File: config.mk
export PLATFORM = sky130hd
export DESIGN_NAME = frequency_measure_flat
export DESIGN_NICKNAME = d
export VERILOG_FILES = /design/src/rtl/frequency_measure_pkg.sv /design/src/rtl/frequency_measure_if.sv /design/src/rtl/sync_edge_detect.sv /design/src/rtl/frequency_measure.sv /design/src/flat_wrapper.sv
export SDC_FILE = /design/constraint.sdc
export NUM_CORES = 1
export LEC_CHECK = 0
export BUFFER_PORTS_ARGS = -buffer_cell sky130_fd_sc_hd__buf_2
export CORE_MARGIN = 1.5
export CORE_UTILIZATION = 65
export DETAILED_ROUTE_END_ITERATION = 16
export HOLD_SLACK_MARGIN = 0.02
export MAX_ROUTING_LAYER = met4
export PLACE_DENSITY_LB_ADDON = 0.3
export SETUP_SLACK_MARGIN = 0.05
export SLEW_MARGIN = 10
export SYNTH_ARGS = -nofsm -noshare
export SYNTH_HDL_FRONTEND = slang
export SYNTH_SLANG_ARGS = --single-unit
File: constraint.sdc
create_clock -name clock -period 7.26 [get_ports clock]
set_clock_uncertainty 0.05 [all_clocks]
set_input_delay 1.815 -clock clock [delete_from_list [all_inputs] [get_ports clock]]
set_output_delay 1.815 -clock clock [all_outputs]
set_load 0.005 [all_outputs]
File: src/rtl/frequency_measure_pkg.sv
// Shared types, constants and the divider-code helper
// for the slow-clock period meter.
package freq_meas_pkg;

    typedef enum logic [1:0] {
        IDLE,
        WAIT_EDGE,
        MEASURE
    } state_t;

    localparam int REF_PERIOD   = 1024;
    localparam int CODE_STEP_SH = 6;
    localparam int CODE_ROUND   = 32;
    localparam int CODE_MAX     = 15;

    // Invert T = 1024 - 64*P with rounding; long periods map to 0,
    // short ones saturate at the largest code.
    function automatic logic [3:0] code_of(input logic [31:0] t);
        logic signed [11:0] d;
        logic signed [11:0] q;
        logic [3:0]         res;
        d = '0;
        q = '0;
        res = 4'd0;
        if (t < 32'(REF_PERIOD)) begin
            d = $signed(12'(REF_PERIOD + CODE_ROUND))
              - $signed({2'b00, t[9:0]});
            q = d >>> CODE_STEP_SH;
            if (q > $signed(12'(CODE_MAX)))
                res = 4'(CODE_MAX);
            else
                res = q[3:0];
        end
        return res;
    endfunction

endpackage

File: src/rtl/frequency_measure_if.sv
// Control and result bundle of the period meter.
// master drives enable/sig_in, slave reports results.
interface frequency_measure_if #(
    parameter int CNT_W = 11
);
    logic             enable;
    logic             sig_in;
    logic [CNT_W-1:0] period;
    logic [3:0]       code;
    logic             valid;
    logic             locked;
    logic             overflow;

    modport master (
        output enable,
        output sig_in,
        input  period,
        input  code,
        input  valid,
        input  locked,
        input  overflow
    );

    modport slave (
        input  enable,
        input  sig_in,
        output period,
        output code,
        output valid,
        output locked,
        output overflow
    );
endinterface

File: src/rtl/sync_edge_detect.sv
// Two-flop synchronizer for an asynchronous input
// followed by a one-cycle rising-edge pulse.
module sync_edge_detect (
    input  logic clock,
    input  logic reset,
    input  logic d,
    output logic rise
);
    logic sync1;
    logic sync2;
    logic sync3;

    // Resynchronize d and keep one extra delayed copy.
    always_ff @(posedge clock or posedge reset) begin
        if (reset) begin
            sync1 <= 1'b0;
            sync2 <= 1'b0;
            sync3 <= 1'b0;
        end else begin
            sync1 <= d;
            sync2 <= sync1;
            sync3 <= sync2;
        end
    end

    assign rise = sync2 & ~sync3;
endmodule

File: src/rtl/frequency_measure.sv
// Measures rising-edge to rising-edge period of a slow
// square wave and recovers the selector divider code.
module frequency_measure
    import freq_meas_pkg::*;
#(
    parameter int CNT_W    = 11,
    parameter int LOCK_TOL = 1
) (
    input logic                 clock,
    input logic                 reset,
    frequency_measure_if.slave  bus
);
    localparam logic [CNT_W-1:0] CNT_MAX = '1;
    localparam logic [CNT_W-1:0] CNT_ONE = CNT_W'(1);
    localparam logic [CNT_W:0]   TOL     = (CNT_W+1)'(LOCK_TOL);

    state_t           state;
    state_t           state_nxt;
    logic             rise;
    logic             en_d;
    logic [CNT_W-1:0] cnt;
    logic [CNT_W-1:0] cnt_nxt;
    logic [CNT_W-1:0] period_q;
    logic [CNT_W-1:0] period_nxt;
    logic [3:0]       code_q;
    logic [3:0]       code_nxt;
    logic             valid_q;
    logic             valid_nxt;
    logic             locked_q;
    logic             locked_nxt;
    logic             ovf_q;
    logic             ovf_nxt;
    logic             first_q;
    logic             first_nxt;
    logic [CNT_W:0]   delta;
    logic             in_tol;

    sync_edge_detect u_sync (
        .clock (clock),
        .reset (reset),
        .d     (bus.sig_in),
        .rise  (rise)
    );

    // Distance between the running count and the last capture.
    always_comb begin
        delta = '0;
        if (cnt >= period_q)
            delta = {1'b0, cnt} - {1'b0, period_q};
        else
            delta = {1'b0, period_q} - {1'b0, cnt};
        in_tol = (delta <= TOL);
    end

    // Next-state, counter and result update logic.
    always_comb begin
        state_nxt  = state;
        cnt_nxt    = cnt;
        period_nxt = period_q;
        code_nxt   = code_q;
        valid_nxt  = 1'b0;
        locked_nxt = locked_q;
        ovf_nxt    = ovf_q;
        first_nxt  = first_q;
        if (bus.enable && !en_d)
            ovf_nxt = 1'b0;
        if (!bus.enable) begin
            state_nxt  = IDLE;
            cnt_nxt    = '0;
            locked_nxt = 1'b0;
        end else begin
            unique case (state)
                IDLE: begin
                    state_nxt = WAIT_EDGE;
                end
                WAIT_EDGE: begin
                    if (rise) begin
                        state_nxt = MEASURE;
                        cnt_nxt   = CNT_ONE;
                        first_nxt = 1'b1;
                    end
                end
                MEASURE: begin
                    if (rise) begin
                        period_nxt = cnt;
                        code_nxt   = code_of(32'(cnt));
                        valid_nxt  = 1'b1;
                        cnt_nxt    = CNT_ONE;
                        locked_nxt = !first_q && in_tol;
                        first_nxt  = 1'b0;
                    end else if (cnt == CNT_MAX) begin
                        ovf_nxt    = 1'b1;
                        locked_nxt = 1'b0;
                        state_nxt  = WAIT_EDGE;
                        cnt_nxt    = '0;
                    end else begin
                        cnt_nxt = cnt + CNT_ONE;
                    end
                end
                default: begin
                    state_nxt = IDLE;
                end
            endcase
        end
    end

    // State and result registers.
    always_ff @(posedge clock or posedge reset) begin
        if (reset) begin
            state    <= IDLE;
            en_d     <= 1'b0;
            cnt      <= '0;
            period_q <= '0;
            code_q   <= '0;
            valid_q  <= 1'b0;
            locked_q <= 1'b0;
            ovf_q    <= 1'b0;
            first_q  <= 1'b0;
        end else begin
            state    <= state_nxt;
            en_d     <= bus.enable;
            cnt      <= cnt_nxt;
            period_q <= period_nxt;
            code_q   <= code_nxt;
            valid_q  <= valid_nxt;
            locked_q <= locked_nxt;
            ovf_q    <= ovf_nxt;
            first_q  <= first_nxt;
        end
    end

    assign bus.period   = period_q;
    assign bus.code     = code_q;
    assign bus.valid    = valid_q;
    assign bus.locked   = locked_q;
    assign bus.overflow = ovf_q;
endmodule

File: src/flat_wrapper.sv
// flat-port wrapper written by rule: the top's interface ports become plain ports
module frequency_measure_flat import freq_meas_pkg::*;
#(
    parameter int CNT_W    = 11,
    parameter int LOCK_TOL = 1
)
  (clock, reset, bus_enable, bus_sig_in, bus_period, bus_code, bus_valid, bus_locked, bus_overflow);
  frequency_measure_if #(.CNT_W(CNT_W)) bus_i ();
  input logic clock;
  input logic reset;
  input wire logic [$bits(bus_i.enable)-1:0] bus_enable;
  input wire logic [$bits(bus_i.sig_in)-1:0] bus_sig_in;
  output wire logic [$bits(bus_i.period)-1:0] bus_period;
  output wire logic [$bits(bus_i.code)-1:0] bus_code;
  output wire logic [$bits(bus_i.valid)-1:0] bus_valid;
  output wire logic [$bits(bus_i.locked)-1:0] bus_locked;
  output wire logic [$bits(bus_i.overflow)-1:0] bus_overflow;
  assign bus_i.enable = bus_enable;
  assign bus_i.sig_in = bus_sig_in;
  assign bus_period = bus_i.period;
  assign bus_code = bus_i.code;
  assign bus_valid = bus_i.valid;
  assign bus_locked = bus_i.locked;
  assign bus_overflow = bus_i.overflow;
  frequency_measure #(.CNT_W(CNT_W), .LOCK_TOL(LOCK_TOL)) u_core (.clock(clock), .reset(reset), .bus(bus_i));
endmodule
==> impl_metrics.py <==
metrics = {
    "outcome": {
        "status": "finished clean",
    },
    "setup_path": {
        "worstSetupPathType": "input pin to flop",
        "critPathCaptureType": "flop",
        "arrival_ns": 3.80,
        "start_kind": "input pin",
        "critPathMaxFanout": 33,
        "worstPathRequired_ns": 7.42,
    },
    "synth": {
        "synth_top_area_share_pct": 31.8,
        "ys_ff_latch": 36,
        "synthTopCellsByArea": "dfrtp_1 (32%), ha_1 (12%), o21ai_0 (7.2%)",
        "postSynth.asyncResetShare_pct": 100,
        "synth_nets": 368,
        "synth_top_cells_by_count": "o21ai_0 (41), dfrtp_1 (36), inv_1 (32)",
        "yosysSeqAreaShare_pct": 31.8,
        "synthesis.area_um2": 2840,
        "synth_cell_type_count": 59,
        "synth_edf_count": 0,
        "syn_area_per_cell_um2": 8.49,
        "yosysMostFrequentCell": "o21ai_0",
        "netlist_instances": 334,
        "synth_ff_type": "dfrtp_1",
        "synth_largest_area_cell": "dfrtp_1",
        "yosysWarnings": 0,
    },
    "sta": {
        "max_freq_mhz": 275,
        "rsz0062_at_grt": "false",
        "fin_crit_ns": 3.64,
        "period_share_pct": 50.1,
        "fin_tns_setup_ns": 0,
        "finalWorstSetupSlack_ns": 3.62,
        "worst_pin_slew_ns": 0.676,
        "fin_worst_hold_slack_ns": 0.309,
        "report.final.hold_viol_count": 0,
        "setup_viol": 0,
        "maxSlewViolCount": 0,
        "relSlewSlack_pct": 54.6,
    },
    "global_route": {
        "use_met3_pct": 4.82,
        "grt_pass1_vias": 2372,
        "grt.overflow.total": 0,
        "grt_max_degree": 37,
        "gr-usage-all-layers_pct": 28.8,
        "top_usage_layer": "met2",
        "grt_use_met2_pct": 47.2,
        "grt_pass1_wl_um": 10900,
        "antenna_found_initial": 0,
        "grtUsageMet1_pct": 37.0,
    },
    "cts": {
        "cts_hold_buf": 0,
        "cts_tree": "done",
        "root_buffer": "clkbuf_8",
        "cts_resized": 0,
        "path_clk_slew_ns": 0.07,
        "post_cts_buffers": 0,
        "cts_max_level": 2,
        "clock_path_buffers": 2,
        "numClockSinks": 36,
        "clk_latency_ns": 0.30,
        "cts_made_buffers": 5,
    },
    "placed_design": {
        "io_buffers": 21,
        "dp_hpwl_um": 4920,
        "preCtsSetupSlack_ns": 3.32,
        "place_congestion": 0.977,
        "dpl_cell_area_um2": 2940,
    },
    "layout": {
        "diodes": 0,
        "final_nets": 384,
        "fin_area_um2": 3030,
        "area_growth_pct": 6.84,
        "fillers": 334,
        "drive_gt1_share_pct": 12.5,
    },
    "drt": {
        "drcViolationCount": 0,
        "vias_per_cell": 6.27,
        "wl_per_cell_um": 16.0,
        "vias": 2513,
        "totalWireLength_um": 6430,
        "drtPass1Iterations": 5,
        "postRouteAntennaNets": 0,
        "drt_iter0_drc": 135,
    },
    "power": {
        "ir_drop_uv": 208,
        "p_leak_nw": 1.36,
        "power.density_nw_per_um2": 224,
        "total_power_mw": 0.679,
    },
    "min_path": {
        "hp-class": "flop to flop",
    },
    "floorplan": {
        "die_y_um": 69.0,
        "start_util_pct": 69.4,
        "die-area_um2": 4770,
        "rows": 23,
        "die_w_um": 69.0,
        "io_pins": 22,
        "core_um2": 4090,
    },
    "flow_run": {
        "cap_violations": 0,
    },
}
-- cell usage in the layout (no fill, tap or decap), types with 11 or more instances in the layout --
cell,Yosys,final
a21oi_1,13,13
buf_2,3,21
dfrtp_1,36,36
ha_1,28,28
inv_1,32,32
nand2_1,28,28
nand3_1,11,11
nor2_1,20,20
nor3_1,12,12
o21ai_0,41,41
-- kinds of logic (layout without fill, tap and decap cells) --
| family | count (synthesis) | after routing | share of synthesized area, % |
|---|---|---|---|
| compound gates | 104 | 104 | 24.1 |
| xor+xnor | 10 | 10 | 3.09 |
| fa+ha+maj | 30 | 30 | 13.8 |
| buf+inv | 47 | 64 | 7.15 |
| flops | 36 | 36 | 31.8 |
| mux | 2 | 2 | 0.750 |
| simple gates | 105 | 105 | 19.3 |
-- registers in the layout, summed over array words and instances (netlist names) --
signal,cells
u_core.bus.overflow,1
u_core.u_sync.sync3,1
u_core.en_d,1
u_core.cnt,11
u_core.bus.valid,1
u_core.bus.period,11
u_core.bus.code,4
u_core.first_q,1
u_core.u_sync.sync2,1
u_core.state,2
u_core.u_sync.sync1,1
u_core.bus.locked,1
-- cell type report --
type,instances,area [um^2],area share (%)
clock buffer,7,86.3,2.85
clock inverter,1,7.51,0.248
inverter,34,128,4.21
multi-input combinational,251,1730,57.2
sequential,36,901,29.7
tap,50,62.6,2.07
timing repair buffer,22,113,3.72
-- final timing paths --
path / from / end / slack, ns / cells past startpoint
worst max-delay path: bus_enable / u_core.bus.locked / 3.62 / 6
worst min-delay path: u_core.u_sync.sync1 / u_core.u_sync.sync2 / 0.31 / 0
worst max register to register: u_core.cnt[0] / u_core.bus.locked / 4.18 / 11
worst min register to register: u_core.u_sync.sync1 / u_core.u_sync.sync2 / 0.31 / 0
max in group asynchronous: reset / u_core.state[1] / 5.28 / 3
min in group asynchronous: reset / u_core.cnt[7] / 1.56 / 3
-- per-layer routing --
layer / wire length, um / vias up
met4: 97 / 0
met1: 2850 / 1201
met3: 322 / 10
met5: 0 / -
met2: 3160 / 77
li1: - / 1225
-- power by group --
group	switching (mW)	total [mW]	internal (mW)
logic	0.160	0.283	0.123
registers	0.0211	0.245	0.224
clock network	0.0740	0.151	0.0771
-- critical path, stage by stage --
cell       delay, ns
buf_2           0.17
nand3_2         0.46
or4_1           0.63
a2111oi_0       0.34
a32oi_1         0.12
o31ai_2         0.25
-- through the flow --
stage / std cells / utilization [%]
2_1_floorplan: 334 / -
3_3_place_gp: 393 / 71.8
3_5_place_dp: 393 / 71.8
4_1_cts: 401 / 74.1
5_1_grt: 401 / 74.1
6_report: 401 / 74.1
Note: power is estimated with default switching activity, not from simulation.
